--- src/rtl/regfile_scoreboard.sv ---
// regfile_scoreboard: decode-stage register file with a pending-write RAW scoreboard.
// Define REGFILE_BYPASS_EN for write-through reads and same-cycle hazard release.
module regfile_scoreboard #(
    parameter int DATA_W   = 16,
    parameter int AW       = 4,
    parameter int NRD      = 2,
    parameter int ZERO_REG = 15,
    parameter int CNT_W    = 2
) (
    input  logic                  clk,
    input  logic                  rst,
    input  logic [NRD*AW-1:0]     rd_addr,
    output logic [NRD*DATA_W-1:0] rd_data,
    input  logic                  wb_en,
    input  logic [AW-1:0]         wb_addr,
    input  logic [DATA_W-1:0]     wb_data,
    input  logic                  issue_valid,
    input  logic [AW-1:0]         issue_dst,
    input  logic [NRD*AW-1:0]     issue_src,
    output logic                  stall,
    output logic                  issue_ack,
    output logic                  err_underflow,
    input  logic [AW-1:0]         dbg_addr,
    output logic [DATA_W-1:0]     dbg_data
);
    localparam int NREGS = 2**AW;
    localparam logic [AW-1:0] ZR = AW'(ZERO_REG);
    localparam logic [CNT_W-1:0] CMAX = '1;
    localparam logic [CNT_W-1:0] CONE = CNT_W'(1);

    logic [DATA_W-1:0] regs [NREGS];
    logic [CNT_W-1:0]  cnt  [NREGS];
    logic [DATA_W-1:0] dbg_q;
    logic              err_q;
    logic [NRD-1:0]    busy;
    logic [NREGS-1:0]  inc_v;
    logic [NREGS-1:0]  dec_v;
    logic              sat;

    for (genvar k = 0; k < NRD; k++) begin : g_port
        logic [AW-1:0] a;
        logic [AW-1:0] s;
        logic          byp;
        logic          rel;
        assign a = rd_addr[k*AW +: AW];
        assign s = issue_src[k*AW +: AW];
`ifdef REGFILE_BYPASS_EN
        assign byp = wb_en && wb_addr == a;
        assign rel = cnt[s] == CONE && wb_en && wb_addr == s;
`else
        assign byp = 1'b0;
        assign rel = 1'b0;
`endif
        assign rd_data[k*DATA_W +: DATA_W] =
            (a == ZR) ? '0 : (byp ? wb_data : regs[a]);
        assign busy[k] = s != ZR && cnt[s] != '0 && !rel;
    end

    // A full counter only blocks issue when no write-back frees a slot now
    assign sat = issue_dst != ZR && cnt[issue_dst] == CMAX &&
                 !(wb_en && wb_addr == issue_dst);
    assign stall = issue_valid && (|busy || sat);
    assign issue_ack = issue_valid && !stall;

    always_comb begin
        inc_v = '0;
        dec_v = '0;
        for (int r = 0; r < NREGS; r++) begin
            inc_v[r] = issue_ack && issue_dst == AW'(r) && AW'(r) != ZR;
            dec_v[r] = wb_en && wb_addr == AW'(r) && AW'(r) != ZR;
        end
    end

    always_ff @(posedge clk) begin
        if (rst) begin
            for (int r = 0; r < NREGS; r++) begin
                regs[r] <= '0;
                cnt[r]  <= '0;
            end
            err_q <= 1'b0;
            dbg_q <= '0;
        end else begin
            dbg_q <= (dbg_addr == ZR) ? '0 : regs[dbg_addr];
            if (wb_en && wb_addr != ZR)
                regs[wb_addr] <= wb_data;
            for (int r = 0; r < NREGS; r++) begin
                if (inc_v[r] && !dec_v[r]) begin
                    cnt[r] <= cnt[r] + CONE;
                end else if (dec_v[r] && !inc_v[r]) begin
                    if (cnt[r] != '0)
                        cnt[r] <= cnt[r] - CONE;
                    else
                        err_q <= 1'b1;
                end
            end
        end
    end

    assign err_underflow = err_q;
    assign dbg_data = dbg_q;

endmodule
--- config.mk ---
export PLATFORM = sky130hd
export DESIGN_NAME = regfile_scoreboard
export DESIGN_NICKNAME = d
export VERILOG_FILES = /design/src/rtl/regfile_scoreboard.sv
export SDC_FILE = /design/constraint.sdc
export NUM_CORES = 1
export LEC_CHECK = 0
export BUFFER_PORTS_ARGS = -buffer_cell sky130_fd_sc_hd__buf_2
export CAP_MARGIN = 20
export CORE_MARGIN = 3
export CORE_UTILIZATION = 30
export DETAILED_ROUTE_END_ITERATION = 7
export HOLD_SLACK_MARGIN = 0.08
export PLACE_DENSITY = 0.47
export SYNTH_ARGS = -nofsm -noshare
export SYNTH_HDL_FRONTEND = slang
export SYNTH_SLANG_ARGS = --single-unit
--- constraint.sdc ---
create_clock -name clk -period 6.6 [get_ports clk]
set_clock_uncertainty 0.05 [all_clocks]
set_input_delay 1.32 -clock clk [delete_from_list [all_inputs] [get_ports clk]]
set_output_delay 1.32 -clock clk [all_outputs]
set_load 0.02 [all_outputs]
======== After elaboration in Yosys (flattened, before gate mapping) ========
Memories as Yosys holds them, arrays and structs flattened. A register that Yosys moved wholly into a read port is not among the register bits.
Index checks and enable logic that the tools add are counted.
W data, S select, Z words.
word-level totals
  bits in registers ....................... 1
  bits in writable memories ............... 288
  input port bits ......................... 48
  output and inout bits ................... 51
  logic and storage cells ................. 431
  memories kept ........................... 2
cells by class
  add/subtract/negate cells ............... 30
  equality and inequality tests ........... 37
  multiplexer cells ....................... 208
  bitwise operators ....................... 30
  reduce and logical (&&, ||, !) cells .... 123
memories
  name  depth  bits a word  rd ports  clocked after memory_dff  write ports  RTL line  text
  regs  16     16           3         1                         16           31        logic [DATA_W-1:0] regs [NREGS];
  cnt   16     2            18        0                         16           32        logic [CNT_W-1:0] cnt [NREGS];
operator list
  cell                   count
  $mux W1                174
  $eq A4 B4 Y1 const B   17
  $logic_and A1 B1 Y1    68
  $mux W2                30
  $mux W16               3
  $reduce_bool A2 Y1     17
  $eq A4 B3 Y1 const B   8
  $logic_not A1 Y1       32
  $add A2 B1 Y2 const B  15
  $or A1 B1 Y1           30
  $sub A2 B1 Y2 const B  15
  $eq A4 B2 Y1 const B   4
  $ne A4 B4 Y1 const B   4
  $reduce_or A16 Y1      1
  $eq A4 B1 Y1 const B   2
  $logic_not A4 Y1       2
  $eq A4 B4 Y1           1
  $mux W4                1
  $reduce_or A2 Y1       2
  $eq A2 B2 Y1 const B   1
  $logic_or A1 B1 Y1     1

======== Depth between registers and ports, before layout ========
  depth in word-level cells ............... 58
  mapped depth ............................ 12
  mapped depth without buffers ............ 8

======== Least setup slack after synthesis ========
OpenSTA, ideal clock, no wires.
  path type ............................... input to output
  start ................................... input port rd_addr[0]
  end ..................................... output port rd_data[0]
  arrival ................................. 3.476 ns
  data required time ...................... 5.230 ns
  setup slack ............................. 1.754 ns
  cell stages on the path ................. 5
  path buffers ............................ 2
  cell sequence ........................... clkbuf_1 -> buf_1 -> mux4_2 -> mux4_2 -> nor2b_1
between the ends
  word-level cells in the longest chain between the ends .. 2
  elaborated cells between the ends (all ways) .. 3
  those cells by class .................... eq/ne (1); mux (1); memory (1)
ends and longest elaborated chain
  item                                                    RTL line  text
  start, declared                                         12        input logic [NRD*AW-1:0] rd_addr,
  $mem_v2 Z16 W16 / $eq A4 B4 Y1 (equally long branches)  -
  $mux W16 *                                              55        (a == ZR) ? '0 : (byp ? wb_data : regs[a]);
  end, declared                                           13        output logic [NRD*DATA_W-1:0] rd_data,
Mark *: on every way between the ends. The rest lies on a longest branch, timed or not.

======== Final worst setup path ========
  start ................................... input port issue_dst[0]
  end ..................................... output port stall
between the ends
  word-level cells in the longest chain between the ends .. 6
  elaborated cells between the ends (all ways) .. 10
  those cells by class .................... eq/ne (3); reduce/logical (6); memory (1)
ends and longest elaborated chain
  item                                                            RTL line  text
  start, declared                                                 18        input logic [AW-1:0] issue_dst,
  $mem_v2 Z16 W2 / $eq A4 B4 Y1 (equally long branches)           -
  $eq A2 B2 Y1 / $logic_and A1 B1 Y1 (equally long branches)      60, 61
  $logic_and A1 B1 Y1 / $logic_not A1 Y1 (equally long branches)  60, 61
  $logic_and A1 B1 Y1 *                                           60        assign sat = issue_dst != ZR && cnt[issue_dst] == CMAX &&
  $logic_or A1 B1 Y1 *                                            62        assign stall = issue_valid && (|busy || sat);
  $logic_and A1 B1 Y1 *                                           62
  end, declared                                                   20        output logic stall,
Marks and branches as above.

==> out/metrics.cfg <==
[status]
status=complete, no violations

[setup_path]
r2r_cells=7
required_ps=5230
worstSetupEndpointType=primary output
crit_buf_inv=2
critPathMaxFanout=15
rr_endpoint=err_underflow
critPathMaxStageDelay_ps=560
r2r_slack_ps=3000
crit_slowest_cell=mux4_2
rr_startpoint=cnt[7][0]
critPathArrivalTime_ps=3810
startpoint_type=input pin
cp_cell_sequence=buf_2 -> mux4_2 -> mux4_2 -> and4_4 -> or3_1 -> and2_1 -> buf_2
crit_type=input pin to primary output
critPathTopFamily=multiplexers

[timing]
hold_viol_final=0
drv_slew=0
tns_ps=0
fin_crit_sh=0.785
max-slew-margin-rel=0.302
rsz0062_at_grt=false
finalSetupViolations=0
period_needed_ps=5180
holdWs_ps=607
max_freq_mhz=193
fin_ws_ps=1420
worstMarginPinSlew_ps=1040

[logic_synthesis]
synth.most_common_cell=edfxtp_1
synth_cell_types=62
synthArstFlopShare=0
ys_seq_area_frac=0.473
synth_common_cells=edfxtp_1, and2_1, mux4_2
yosys.area.top_type=edfxtp_1
ys_ff_latch=303
synthCells=1297
yosys_warnings=0
synth-edff-count=286
synth.top_cell.area_share=0.455
synth_top_cells_by_area=edfxtp_1, mux4_2, and2_1, clkbuf_1, nor2b_1
netlist_area_um2=18900
synth_area_per_cell_um2=14.5
synthFlopType=edfxtp_1

[routing]
wl_met3_um=5140
wl_met2_um=31200
maxUsedRoutingLayer=met5
routed_via_density=5.56
vias=12400
wl_per_cell_um=29.6
postRouteAntennaNets=0
drt-pass1-iter-count=5
drt_iter0_markers=1377
drc=0
met1_length_um=27800
wl_um=66100

[finish]
stdcell_area_um2=21600
fillers=5987
drive_gt1_frac=0.339
syn_to_final_growth_pct=14.4
fin_nets=1418

[global_routing]
grt_max_degree=52
grt_overflow=0
grt.total_usage=0.201
grt_pass1_wl_um=95400
grt_pass1_vias=12700
antenna_found_initial=8

[floorplanning]
die_w_um=257
start_util=0.305
io_pins=99
die_height_um=257
core_area_um2=61900
row_count=91
die-area_um2=65900

[clocking]
clock_sinks=303
clock-root-buffer=clkbuf_16
clk_path_buf_depth=3
numCtsBuffers=39
holdBufCountCts=0
post_cts_buffers=0
clk_latency_ps=570
path_clk_slew_ps=50
cts_resized=0
tritoncts=yes
htreeDepth=2

[power_and_ir_drop]
p_per_area_nw_per_um2=243
leakagePower_nw=7.24
power_mw=5.25
max-vdd-ir-drop_uv=173

[place]
place_area_um2=20400
gp_congestion=0.816
hpwl_um=41000
io_buffers=98
dpl_worst_slack_ps=1420

[min_path]
hold_class=flop to flop
holdPathEnd=cnt[8][0]
whs_path_depth=1
hp-start=cnt[8][0]

[flow_run]
cap_violations=0

final cells by class:
class | count | area (µm²) | area share
multi-input cells | 884 | 9550 | 0.443
diodes | 2 | 5.00 | 0.000232
clock inverters | 21 | 183 | 0.00846
flip-flops and latches | 303 | 8930 | 0.414
clock buffers | 48 | 1030 | 0.0478
repair buffers | 134 | 811 | 0.0376
inverters | 7 | 26.3 | 0.00122
well taps | 837 | 1050 | 0.0485
registers in the layout, indices dropped and copies added, names as in the netlist:
register and cells:
dbg_data 16, cnt 30, regs 256, err_underflow 1
layer usage:
layer,GRT usage,up-vias
li1,-,5312
met2,0.324,506
met1,0.274,6487
met4,0.0561,8
met3,0.0460,109
met5,0,-
cells in the final DEF (no fill, tap or decap), types with 4 or more instances in the layout:
cell / Yosys / layout
xor2_1: 4 / 4
nand2_1: 23 / 23
nand3b_1: 4 / 4
and3_1: 5 / 5
o31ai_1: 6 / 6
edfxtp_1: 286 / 286
nand4_1: 4 / 4
inv_1: 7 / 7
a211o_1: 6 / 6
nor2_1: 47 / 46
clkinv_1: 0 / 10
a211oi_1: 8 / 8
or3_1: 6 / 6
dfxtp_1: 17 / 17
o21ai_0: 17 / 17
nor4_1: 12 / 12
buf_2: 3 / 91
or2_2: 14 / 14
nand3_1: 20 / 20
nor4_4: 4 / 4
nor3b_1: 7 / 7
a31oi_1: 5 / 5
clkbuf_1: 94 / 8
conb_1: 1 / 16
mux4_2: 248 / 248
nor3_2: 2 / 6
clkinv_2: 0 / 6
and2_1: 248 / 248
buf_4: 1 / 39
nor2b_1: 56 / 56
clkbuf_16: 0 / 40
nand2b_2: 0 / 6
nand2b_1: 14 / 8
nor4b_1: 7 / 7
nor3_1: 29 / 25
a21oi_1: 27 / 27
how the worst max path moves through the flow:
stage               slack [ps]         end         start  cells after the start
finish                    1420       stall  issue_dst[0]                      7
global route              1320       stall  issue_dst[0]                      7
CTS                       1420       stall  issue_dst[0]                      7
detailed placement        1420       stall  issue_dst[0]                      7
global placement          1440       stall  issue_dst[0]                      7
floorplan                 1750  rd_data[0]    rd_addr[0]                      5
kinds of logic after synthesis:
family | count (synthesis) | synth area share
AND/OR/NAND/NOR | 516 | 0.167
XOR/XNOR | 4 | 0.00186
buffers and inverters | 125 | 0.0257
AO/OA/AOI/OAI | 96 | 0.0342
other | 1 | 0.000199
multiplexers | 251 | 0.298
adder cells (fa/ha/maj) | 1 | 0.000663
flip-flops | 303 | 0.473
power breakdown:
group	total, mW	leakage (nW)	internal, mW	switching [mW]
Clock	2.07	0.595	1.22	0.850
Combinational	0.862	3.75	0.389	0.472
Sequential	2.32	2.90	2.23	0.0902
Total	5.25	7.24	3.84	1.41
worst register-to-register path: cells and delay by family, from the launching register on:
family | cells | cell delay (ps)
DFF | 1 | 530
muxes | 2 | 970
and+or+nand+nor | 2 | 790
AOI/OAI and AO/OA | 3 | 1100
stage by stage:
step / util / instances
floorplan: - / 1312
global placement: 0.328 / 2163
detailed placement: 0.329 / 2165
CTS: 0.348 / 2234
global route: 0.348 / 2234
finish: 0.348 / 2236
Note: power is estimated with default switching activity, not from simulation.
